<file path="src/rtl/var_mux_n_to_1.sv">
// var_mux_n_to_1: snapshots CHANNELS signed WIDTH-bit variables on a single
// `sample` strobe and streams the enabled channels, lowest index first, one
// word per accepted valid/ready beat towards the SPI transmit shifter.
//
// Ports:
//   clk          system clock
//   rst          synchronous active-high reset
//   in_bus       packed inputs, channel k at [k*WIDTH +: WIDTH]
//   ch_enable    channel mask, captured together with the data on `sample`
//   sample       one-cycle request to snapshot inputs and start a frame
//   out_data     current word (MSB inverted when OFFSET_BIN != 0)
//   out_ch       channel index of out_data
//   out_valid    out_data/out_ch valid
//   out_ready    downstream accepts the word on out_valid & out_ready
//   frame_start  high while the first word of a frame is presented
//   frame_end    high while the last word of a frame is presented
//   busy         frame in progress
//   overrun      sticky: `sample` arrived while a frame was still running
//   clr_ovr      clears overrun (a coincident new overrun event wins)
module var_mux_n_to_1 #(
    parameter int unsigned WIDTH      = 16,
    parameter int unsigned CHANNELS   = 3,
    parameter int unsigned CH_W       = 2,
    parameter int unsigned OFFSET_BIN = 0
) (
    input  logic                      clk,
    input  logic                      rst,
    input  logic [CHANNELS*WIDTH-1:0] in_bus,
    input  logic [CHANNELS-1:0]       ch_enable,
    input  logic                      sample,
    output logic [WIDTH-1:0]          out_data,
    output logic [CH_W-1:0]           out_ch,
    output logic                      out_valid,
    input  logic                      out_ready,
    output logic                      frame_start,
    output logic                      frame_end,
    output logic                      busy,
    output logic                      overrun,
    input  logic                      clr_ovr
);

    localparam logic [0:0] IDLE = 1'b0;
    localparam logic [0:0] SEND = 1'b1;

    // XOR pattern converting two's complement to offset binary.
    localparam logic [WIDTH-1:0] FLIP =
        (OFFSET_BIN != 0) ? {1'b1, {(WIDTH-1){1'b0}}} : '0;

    logic [0:0]                state_q, state_d;
    logic [CHANNELS*WIDTH-1:0] shadow_q, shadow_d;
    logic [CHANNELS-1:0]       mask_q, mask_d;
    logic [WIDTH-1:0]          out_data_q, out_data_d;
    logic [CH_W-1:0]           out_ch_q, out_ch_d;
    logic                      fs_q, fs_d;
    logic                      fe_q, fe_d;
    logic                      ovr_q, ovr_d;

    // Lowest enabled channel of the incoming mask, taken straight from in_bus
    // because the shadow is loaded at the same edge.
    logic [CH_W-1:0]  first_idx;
    logic [WIDTH-1:0] first_word;
    logic             first_found;
    logic             first_more;

    // Next enabled channel above the one currently presented.
    logic [CH_W-1:0]  nxt_idx;
    logic [WIDTH-1:0] nxt_word;
    logic             nxt_found;
    logic             nxt_more;

    logic accept;
    logic last_accept;
    logic start;

    always_comb begin
        first_idx   = '0;
        first_word  = '0;
        first_found = 1'b0;
        first_more  = 1'b0;
        for (int i = 0; i < CHANNELS; i++) begin
            if (ch_enable[i]) begin
                if (!first_found) begin
                    first_idx   = CH_W'(i);
                    first_word  = in_bus[i*WIDTH +: WIDTH];
                    first_found = 1'b1;
                end else begin
                    first_more = 1'b1;
                end
            end
        end
    end

    always_comb begin
        nxt_idx   = '0;
        nxt_word  = '0;
        nxt_found = 1'b0;
        nxt_more  = 1'b0;
        for (int i = 0; i < CHANNELS; i++) begin
            if (mask_q[i] && (i > int'(out_ch_q))) begin
                if (!nxt_found) begin
                    nxt_idx   = CH_W'(i);
                    nxt_word  = shadow_q[i*WIDTH +: WIDTH];
                    nxt_found = 1'b1;
                end else begin
                    nxt_more = 1'b1;
                end
            end
        end
    end

    assign accept      = (state_q == SEND) && out_ready;
    // fe_q marks the word being presented as the frame's last one.
    assign last_accept = accept && fe_q;
    assign start       = sample && first_found && ((state_q == IDLE) || last_accept);

    always_comb begin
        state_d    = state_q;
        shadow_d   = shadow_q;
        mask_d     = mask_q;
        out_data_d = out_data_q;
        out_ch_d   = out_ch_q;
        fs_d       = fs_q;
        fe_d       = fe_q;

        if (start) begin
            state_d    = SEND;
            shadow_d   = in_bus;
            mask_d     = ch_enable;
            out_data_d = first_word ^ FLIP;
            out_ch_d   = first_idx;
            fs_d       = 1'b1;
            fe_d       = !first_more;
        end else if (accept) begin
            if (fe_q || !nxt_found) begin
                state_d = IDLE;
                fs_d    = 1'b0;
                fe_d    = 1'b0;
            end else begin
                out_data_d = nxt_word ^ FLIP;
                out_ch_d   = nxt_idx;
                fs_d       = 1'b0;
                fe_d       = !nxt_more;
            end
        end
    end

    // A sample that coincides with the last-word accept is a legal
    // back-to-back start, not an overrun.
    always_comb begin
        ovr_d = ovr_q;
        if (sample && (state_q == SEND) && !last_accept) begin
            ovr_d = 1'b1;
        end else if (clr_ovr) begin
            ovr_d = 1'b0;
        end
    end

    always_ff @(posedge clk) begin
        if (rst) begin
            state_q    <= IDLE;
            shadow_q   <= '0;
            mask_q     <= '0;
            out_data_q <= '0;
            out_ch_q   <= '0;
            fs_q       <= 1'b0;
            fe_q       <= 1'b0;
            ovr_q      <= 1'b0;
        end else begin
            state_q    <= state_d;
            shadow_q   <= shadow_d;
            mask_q     <= mask_d;
            out_data_q <= out_data_d;
            out_ch_q   <= out_ch_d;
            fs_q       <= fs_d;
            fe_q       <= fe_d;
            ovr_q      <= ovr_d;
        end
    end

    assign out_data    = out_data_q;
    assign out_ch      = out_ch_q;
    assign out_valid   = (state_q == SEND);
    assign busy        = (state_q == SEND);
    assign frame_start = fs_q;
    assign frame_end   = fe_q;
    assign overrun     = ovr_q;

endmodule

</file>
<file path="config.mk">
export PLATFORM = sky130hd
export DESIGN_NAME = var_mux_n_to_1
export DESIGN_NICKNAME = d
export VERILOG_FILES = /design/src/rtl/var_mux_n_to_1.sv
export SDC_FILE = /design/constraint.sdc
export NUM_CORES = 1
export LEC_CHECK = 0
export BUFFER_PORTS_ARGS = -buffer_cell sky130_fd_sc_hd__buf_2
export CORE_AREA = 10 10 90 131
export DETAILED_ROUTE_END_ITERATION = 8
export DIE_AREA = 0 0 100 141
export GPL_ROUTABILITY_DRIVEN = 0
export PLACE_DENSITY = 0.58
export SYNTH_ARGS = -nofsm -noshare
export SYNTH_HDL_FRONTEND = slang
export SYNTH_SLANG_ARGS = --single-unit
</file>
<file path="constraint.sdc">
create_clock -name clk -period 2 [get_ports clk]
set_input_delay 0.4 -clock clk [delete_from_list [all_inputs] [get_ports clk]]
set_output_delay 0.4 -clock clk [all_outputs]
set_load 0.03 [all_outputs]
</file>
==> metrics, run 1 <==
share of layout cells above drive strength 1 27.9%; CTS tree yes; Setup Fix Bufs, Post-CTS 0; die footprint 14100 sq um; sw frac 28.6%; initial antenna violation count 0; worst slew pin tran 0.400 ns; DR iter-0 viols 241; post-layout util 36.6%; Layout area overhead 26.9%; final WL about 9200 microns; Post-synth top flop dfxtp_1; post-CTS resize count 0; setup TNS 0 ns; Crit Reg-Reg Endpoint out_data[4]$_SDFFE_PP0P_; Cell Int Power 2.09 mW; # rows 44; met1 Use GR 14.3%; number of nets in the layout about 460; min-delay src in_bus[31]; CP Max Fanout 37; #FFs+latches synth 56; CP arrival 1.90 ns; met3 Usage GRT about 3.0%; I/O pin total 79; Max IR drop VDD 410 uV; GR Overflow Total 0; Yosys top cell by area dfxtp_1; DRC 0; Peak Freq a little under 0.6 GHz; largest net degree at the start of global routing 38; post-synth cell types 35; vias in the first global route 2896; total of warnings raised by yosys 0; global-route wire length before repair 14300 microns; Post-Route Skew between 0.01 and 0.015 ns; placed cell area ~3300 sq um; Tcrit/Tclk final 85.4%; Cell Pwr Density roughly 840 nW/um^2; via-per-instance ratio between 5 and 6; diodes inserted 0; Area contributors post-synth dfxtp_1 (41%), a21oi_1 (11%), nand2_1 (9.6%); status finished, final reports clean; Period minus WS final 1.71 ns; 1st-pass router iterations 4; Root Buffer clkbuf_16; dpl cells ~520; worst reg-to-reg setup slack between 0.2 and 0.3 ns; Synth Cell Area 2750 sq um; clock power share 36.3%; Slowest Stage Delay on Critical Path 0.46 ns; unrepaired setup endpoints after global routing false; slowest cell on the critical path dfxtp_1; total CTS buffers 5; clk_lat worst skew around 0.30 ns; per-cell routed wire length 17.5 microns; Die Y between 100 and 150 microns; asr flop ratio synth 0%; CP Cell Sequence a21bo_2 -> o311a_2 -> buf_4 -> a21oi_1 -> o221a_1; Core Area 9520 sq um; hold path depth 3; Die Wd 100 microns; Setup Slack @ Placement 0.214 ns; final instance area 3490 sq um; GRT Total Usage 12.5%; max cap viols 0; Fin. Hold Viols 0; NetSw 838 uW; Routed Antenna Nets 0; Slew Limit Fails 0; number of buffers added on ports 78; grt met2 use between 20% and 30%; Worst Slack Setup Final between 0.2 and 0.3 ns; Post-synth EDFFs 0; worst rel slew slack between 70% and 80%; synth cell count leaders nand2_1 (70), a21oi_1 (60), dfxtp_1 (56); register share of total power 42.9%; top-area cell type share of the netlist area 40.8%; DPL Wire Length 6630 microns; CP Data Required Time 2.19 ns; clock-pin slew on the worst setup and hold paths 0.07 ns; worst r2r src frame_end$_SDFFE_PP0P_; busiest layer in global routing met2; Seq/Total Area, Yosys between 40% and 50%; worst setup path class register to register; mean area per synthesized cell a little over 8 sq um; CTS Hold Bufs 0; DR vias 2823; Hold Path Class input port to register; Initial Util between 20% and 30%; critical path endpoint category register; clock tree sinks 56; Logic pwr share 20.9%; Syn Nets just under 400; Max Buffers Root-to-Sink 2; Final Setup Violations 0; Crit. Startpoint frame_end$_SDFFE_PP0P_; total power 2.93 mW; final hold slack 0.348 ns; Non-Filler Instances 524; most frequent cell after synthesis nand2_1; reg2reg path depth 5; Worst setup SP type register; Gate Count Post-Synth roughly 340; Leak 1.42 nW; H-tree Lvls 2; worst hold path endpoint shadow_q[31]$_SDFFE_PP0N_
-- routing by layer --
layer	vias to the layer above	share of wire [%]	routed length, microns
met4	0	2.4	220
met1	1342	41	3780
met3	16	6.4	586
li1	1365	-	-
met5	-	0	0
met2	100	50	4610
-- flip-flops by register name, summed over array words and instances, names as in the netlist --
signal / flops
busy: 1
frame_end: 1
frame_start: 1
mask_q: 2
out_ch: 2
out_data: 16
overrun: 1
shadow_q: 32
-- area by class of cell --
class | count | area, sq um
timing repair buffer | 99 | 561
multi-input combinational | 235 | 1440
inverter | 11 | 41.3
tap | 115 | 144
clock inverter | 1 | 30.0
sequential | 56 | 1120
fill | 1030 | 6040
clock buffer | 7 | 153
-- worst max path at each step --
stage                                     end  slack, ns
finish               out_data[4]$_SDFFE_PP0P_       0.29
global route        out_data[10]$_SDFFE_PP0P_       0.18
CTS                  out_data[4]$_SDFFE_PP0P_       0.29
detailed placement  out_data[10]$_SDFFE_PP0P_       0.21
global placement     out_data[9]$_SDFFE_PP0P_       0.23
floorplan           out_data[10]$_SDFFE_PP0P_        0.1
-- cells in the final DEF, fill, tap and decap left out, types with 2 or more instances in the layout --
cell	synthesis	final
nor3_1	11	11
nand2_1	70	70
nand2b_1	2	2
buf_2	6	78
buf_4	1	20
nand3b_1	6	6
o21ai_0	2	2
nor2b_1	11	11
nor2_1	6	6
a221oi_1	15	15
a32oi_1	15	15
dfxtp_1	56	56
or2_1	2	2
clkbuf_16	0	5
nand3_1	4	4
inv_1	11	11
o221a_1	16	16
a21oi_1	60	60
clkbuf_8	0	2
-- critical path, delay by kind of cell, from the launching register on --
family          cells  cell delay (ns)
buf+inv             1             0.35
flops               1             0.46
compound gates      4             0.79
-- power by group through the flow --
stage | clock [mW] | sequential, mW | combinational (mW)
floorplan | 0 | 1.35 | 0.315
global placement | 0 | 1.28 | 0.605
detailed placement | 0 | 1.28 | 0.615
CTS | 1.08 | 1.26 | 0.615
global route | 1.12 | 1.27 | 0.669
finish | 1.06 | 1.26 | 0.611
-- logic make-up after synthesis --
kind of cell,Yosys count,synth area share [%]
flip-flops,56,40.8
buffers and inverters,46,7.79
AND/OR/NAND/NOR,115,19.4
AO/OA/AOI/OAI,120,32.1
No activity file was read; power rests on OpenSTA's default activity.
==> inputs of run 2 (changes only) <==
==> constraint.sdc (replaced) <==
create_clock -name clk -period 1.8 [get_ports clk]
set_input_delay 0.36 -clock clk [delete_from_list [all_inputs] [get_ports clk]]
set_output_delay 0.36 -clock clk [all_outputs]
set_load 0.03 [all_outputs]
==> metrics, run 2 (synthesized netlist as in run 1, its figures left out) <==
status finished, final reports clean; die footprint 14100 sq um; largest net degree at the start of global routing 54; Fill cells about 1000; Layout area overhead 26.6%; final WL 9110 microns; worst rel slew slack 64.6%; via-per-instance ratio 5.35; Worst setup SP type register; share of layout cells above drive strength 1 between 20% and 30%; worst r2r src busy$_SDFFE_PP0P_; reg2reg path depth 5; multi-input logic area 1440 sq um; number of buffers added on ports 78; worst slew pin tran around 0.53 ns; Tcrit/Tclk final between 90% and 100%; dpl cells 520; H-tree Lvls 2; Die Wd 100 microns; DRC 0; diodes inserted 0; CTS Hold Bufs 0; worst reg-to-reg setup slack 0.13 ns; critical path endpoint category register; Max IR drop VDD around 450 uV; Fin. Hold Viols 0; DR vias 2826; worst setup path class register to register; Setup Fix Bufs, Post-CTS 0; Die Y between 100 and 150 microns; Max Buffers Root-to-Sink 2; CP arrival 1.87 ns; post-layout util 36.5%; unrepaired setup endpoints after global routing false; Setup Slack @ Placement 0.00327 ns; commonest non-fill, non-tap cell in the layout buf_2; global-route wire length before repair approximately 14000 microns; min-delay src in_bus[21]; Leak 1.42 nW; Cell Pwr Density 878 nW/um^2; post-CTS resize count 0; hold path depth 3; 1st-pass router iterations 4; CP Max Fanout 53; placed cell area ~3300 sq um; initial antenna violation count 0; Slew Limit Fails 0; Reg with most FFs shadow_q; worst hold path endpoint shadow_q[21]$_SDFFE_PP0N_; GRT Total Usage 12.5%; Initial Util 28.8%; I/O pin total slightly below 80; FF/Latch Area 1120 sq um; clock-pin slew on the worst setup and hold paths 0.07 ns; max cap viols 0; CTS tree yes; Crit Reg-Reg Endpoint out_ch[1]$_SDFFE_PP0P_; Routed Antenna Nets 0; final instance area approximately 3500 sq um; setup TNS 0 ns; Post-Route Skew 0.00773 ns; GR Overflow Total 0; DR iter-0 viols about 190; Worst Slack Setup Final 0.125 ns; Core Area between 9000 and 10000 sq um; DPL Wire Length around 6600 microns; Hold Path Class input port to register; max reg flops 32; total CTS buffers 5; # rows 44; Period minus WS final about 1.7 ns; number of nets in the layout about 470; Non-Filler Instances roughly 530; most frequent cells in the layout buf_2 (78), nand2_1 (70), a21oi_1 (60); CP Data Required Time 1.99 ns; vias in the first global route 2884; Peak Freq around 0.60 GHz; clock tree sinks 56; clk_lat worst skew 0.30 ns; per-cell routed wire length 17.3 microns; Final Setup Violations 0; Root Buffer clkbuf_16
## run 2: cell types whose count changed in the layout (fill, tap and decap cells not counted), sizes merged
| cell | change |
|---|---|
| buf | +4 |
| bufinv | -1 |
| clkbuf | -2 |
| clkinv | +3 |
## run 2: area by class of cell
class	instances	share of cell area (%)
timing repair buffer	103	17.0
inverter	11	1.19
multi-input combinational	235	41.3
clock inverter	3	0.539
sequential	56	32.3
tap	115	4.14
clock buffer	5	3.60
## run 2: metrics by stage
| stage | power, mW | hold WS [ns] |
|---|---|---|
| after floorplan | 1.85 | 0.436 |
| after global placement | 2.11 | 0.442 |
| after detailed placement | 2.12 | 0.447 |
| after CTS | 3.09 | 0.301 |
| after global routing | 3.22 | 0.310 |
| final | 3.05 | 0.309 |
## run 2: worst max-delay path by stage
stage	startpoint	to	slack, ns	cells past startpoint
2_1_floorplan	busy$_SDFFE_PP0P_	out_data[10]$_SDFFE_PP0P_	0.02	7
3_5_place_dp	ch_enable[1]	out_data[13]$_SDFFE_PP0P_	0.003	7
4_1_cts	busy$_SDFFE_PP0P_	out_data[15]$_SDFFE_PP0P_	0.13	5
6_report	busy$_SDFFE_PP0P_	out_ch[1]$_SDFFE_PP0P_	0.13	5
3_3_place_gp	ch_enable[1]	out_data[14]$_SDFFE_PP0P_	0.05	7
5_1_grt	busy$_SDFFE_PP0P_	out_ch[1]$_SDFFE_PP0P_	0.02	5
## run 2: power by group
group	switching (mW)	internal, mW
registers	0.0551	1.34
clock network	0.456	0.514
logic	0.427	0.265
total	0.939	2.11
## run 2: per-layer routing
metal / part of all wire (%) / wire length (microns) / global-route usage (%)
met5: 0 / 0 / 0
met4: 1.7 / 153 / 4.70
met3: 5.5 / 498 / 3.18
met2: 52 / 4730 / 21.7
met1: 41 / 3730 / 14.3
## run 2: critical path, cell delays in order (launching register included)
cell	delay (ns)
dfxtp_2	0.34
a21bo_2	0.19
o311a_2	0.16
buf_4	0.45
nor2_1	0.10
o41ai_1	0.32
==> inputs of run 3 (changes only) <==
--- a/config.mk
+++ b/config.mk
@@ -5,7 +5,7 @@
 export SDC_FILE = /design/constraint.sdc
 export NUM_CORES = 1
 export LEC_CHECK = 0
-export BUFFER_PORTS_ARGS = -buffer_cell sky130_fd_sc_hd__buf_2
+export BUFFER_PORTS_ARGS = -buffer_cell sky130_fd_sc_hd__clkbuf_2
 export CORE_AREA = 10 10 90 131
 export DETAILED_ROUTE_END_ITERATION = 8
 export DIE_AREA = 0 0 100 141
==> constraint.sdc (replaced) <==
create_clock -name clk -period 1.85 [get_ports clk]
set_input_delay 0.37 -clock clk [delete_from_list [all_inputs] [get_ports clk]]
set_output_delay 0.37 -clock clk [all_outputs]
set_load 0.03 [all_outputs]
==> metrics, run 3 (synthesized netlist as in run 1, its figures left out) <==
status finished, final reports clean; GR Overflow Total 0; die footprint 14100 sq um; clock tree sinks 56; DRC 0; Setup Fix Bufs, Post-CTS 0; post-CTS resize count 0; setup TNS 0 ns; Root Buffer clkbuf_16; commonest non-fill, non-tap cell in the layout clkbuf_2; H-tree Lvls 2; Post-Route Skew 0.00619 ns; Fill cells 1023; unrepaired setup endpoints after global routing false; final WL 9240 microns; most frequent cells in the layout clkbuf_2 (78), nand2_1 (70), a21oi_1 (60); Core Area 9520 sq um; met3 Usage GRT 2.94%; Initial Util 28.8%; critical path endpoint category register; busiest layer in global routing met2; max reg flops 32; CTS Hold Bufs 0; Tcrit/Tclk final slightly above 90%; 1st-pass router iterations 4; share of layout cells above drive strength 1 28.4%; DR vias 2783; DPL Wire Length 6440 microns; number of nets in the layout 464; clk_lat worst skew approximately 0.30 ns; initial antenna violation count 0; Routed Antenna Nets 0; grt met2 use between 20% and 30%; Fin. Hold Viols 0; GRT Total Usage 13.0%; diodes inserted 0; worst setup path class register to register; Die Wd 100 microns; number of buffers added on ports 78; dpl cells 516; Layout area overhead 26.9%; via-per-instance ratio 5.31; per-cell routed wire length ~18 microns; largest net degree at the start of global routing 54; Worst setup SP type register; Die Y between 100 and 150 microns; Max IR drop VDD roughly 420 uV; Slew Limit Fails 0; CP arrival 1.89 ns; # rows 44; Hold Path Class input port to register; Cell Pwr Density 892 nW/um^2; Non-Filler Instances 524; Final Setup Violations 0; total CTS buffers 5; Max Buffers Root-to-Sink 2; met1 Use GR 14.6%; CP Max Fanout 53; Period minus WS final 1.68 ns; CP Data Required Time 2.07 ns; Reg with most FFs shadow_q; global-route wire length before repair around 15000 microns; max cap viols 0; vias in the first global route just under 3000; DR iter-0 viols 216; clock-pin slew on the worst setup and hold paths 0.07 ns; worst slew pin tran between 0.5 and 0.6 ns; worst rel slew slack 65.3%; I/O pin total 79; CTS tree yes; Leak 1.41 nW; Peak Freq 0.597 GHz
-- run 3: cell types whose count changed in the layout (fill, tap and decap cells not counted), sizes merged --
cell,change
buf,-82
clkbuf,+78
clkinv,-2
bufinv,+1
clkinvlp,+1
-- run 3: layout make-up --
class	count	area (sq um)	share of cell area (%)
timing repair buffer	99	573	16.4
tap	115	144	4.13
sequential	56	1120	32.2
multi-input combinational	235	1440	41.3
clock inverter	3	42.5	1.22
inverter	11	41.3	1.18
clock buffer	5	125	3.59
-- run 3: final timing paths --
path / to / cells past startpoint / slack, ns / startpoint
setup reg to reg: out_data[15]$_SDFFE_PP0P_ / 5 / 0.17 / busy$_SDFFE_PP0P_
hold / removal: shadow_q[34]$_SDFFE_PP0N_ / 3 / 0.30 / in_bus[34]
setup / recovery: out_data[15]$_SDFFE_PP0P_ / 5 / 0.17 / busy$_SDFFE_PP0P_
hold reg to reg: frame_start$_SDFFE_PP0P_ / 2 / 0.45 / frame_start$_SDFFE_PP0P_
-- run 3: metal layers --
layer	share of wire, %	up-vias
met1	39	1321
met5	0	-
met2	53	80
met3	5.3	16
li1	-	1366
met4	2.5	0
-- run 3: critical path, cell delays in order (launching register included) --
cell      delay, ns
dfxtp_2        0.34
a21bo_2        0.19
o311a_2        0.16
buf_4          0.44
nand3_1        0.16
a311oi_2       0.28
-- run 3: where the power goes --
group	total, mW	switching (mW)	internal [mW]
sequential	1.36	0.0576	1.30
clock	1.08	0.447	0.637
combinational	0.671	0.416	0.255
-- run 3: metrics by stage --
stage / hold WS [ns] / power, mW / instance area (sq um) / setup WS, ns / util (%)
2_1_floorplan: 0.436 / 1.80 / 2750 / 0.0208 / -
3_3_place_gp: 0.442 / 2.05 / 3320 / 0.0988 / 34.9
3_5_place_dp: 0.448 / 2.06 / 3320 / 0.0998 / 34.9
4_1_cts: 0.301 / 3.15 / 3490 / 0.181 / 36.6
5_1_grt: 0.296 / 3.27 / 3490 / 0.0533 / 36.6
6_report: 0.303 / 3.11 / 3490 / 0.175 / 36.6
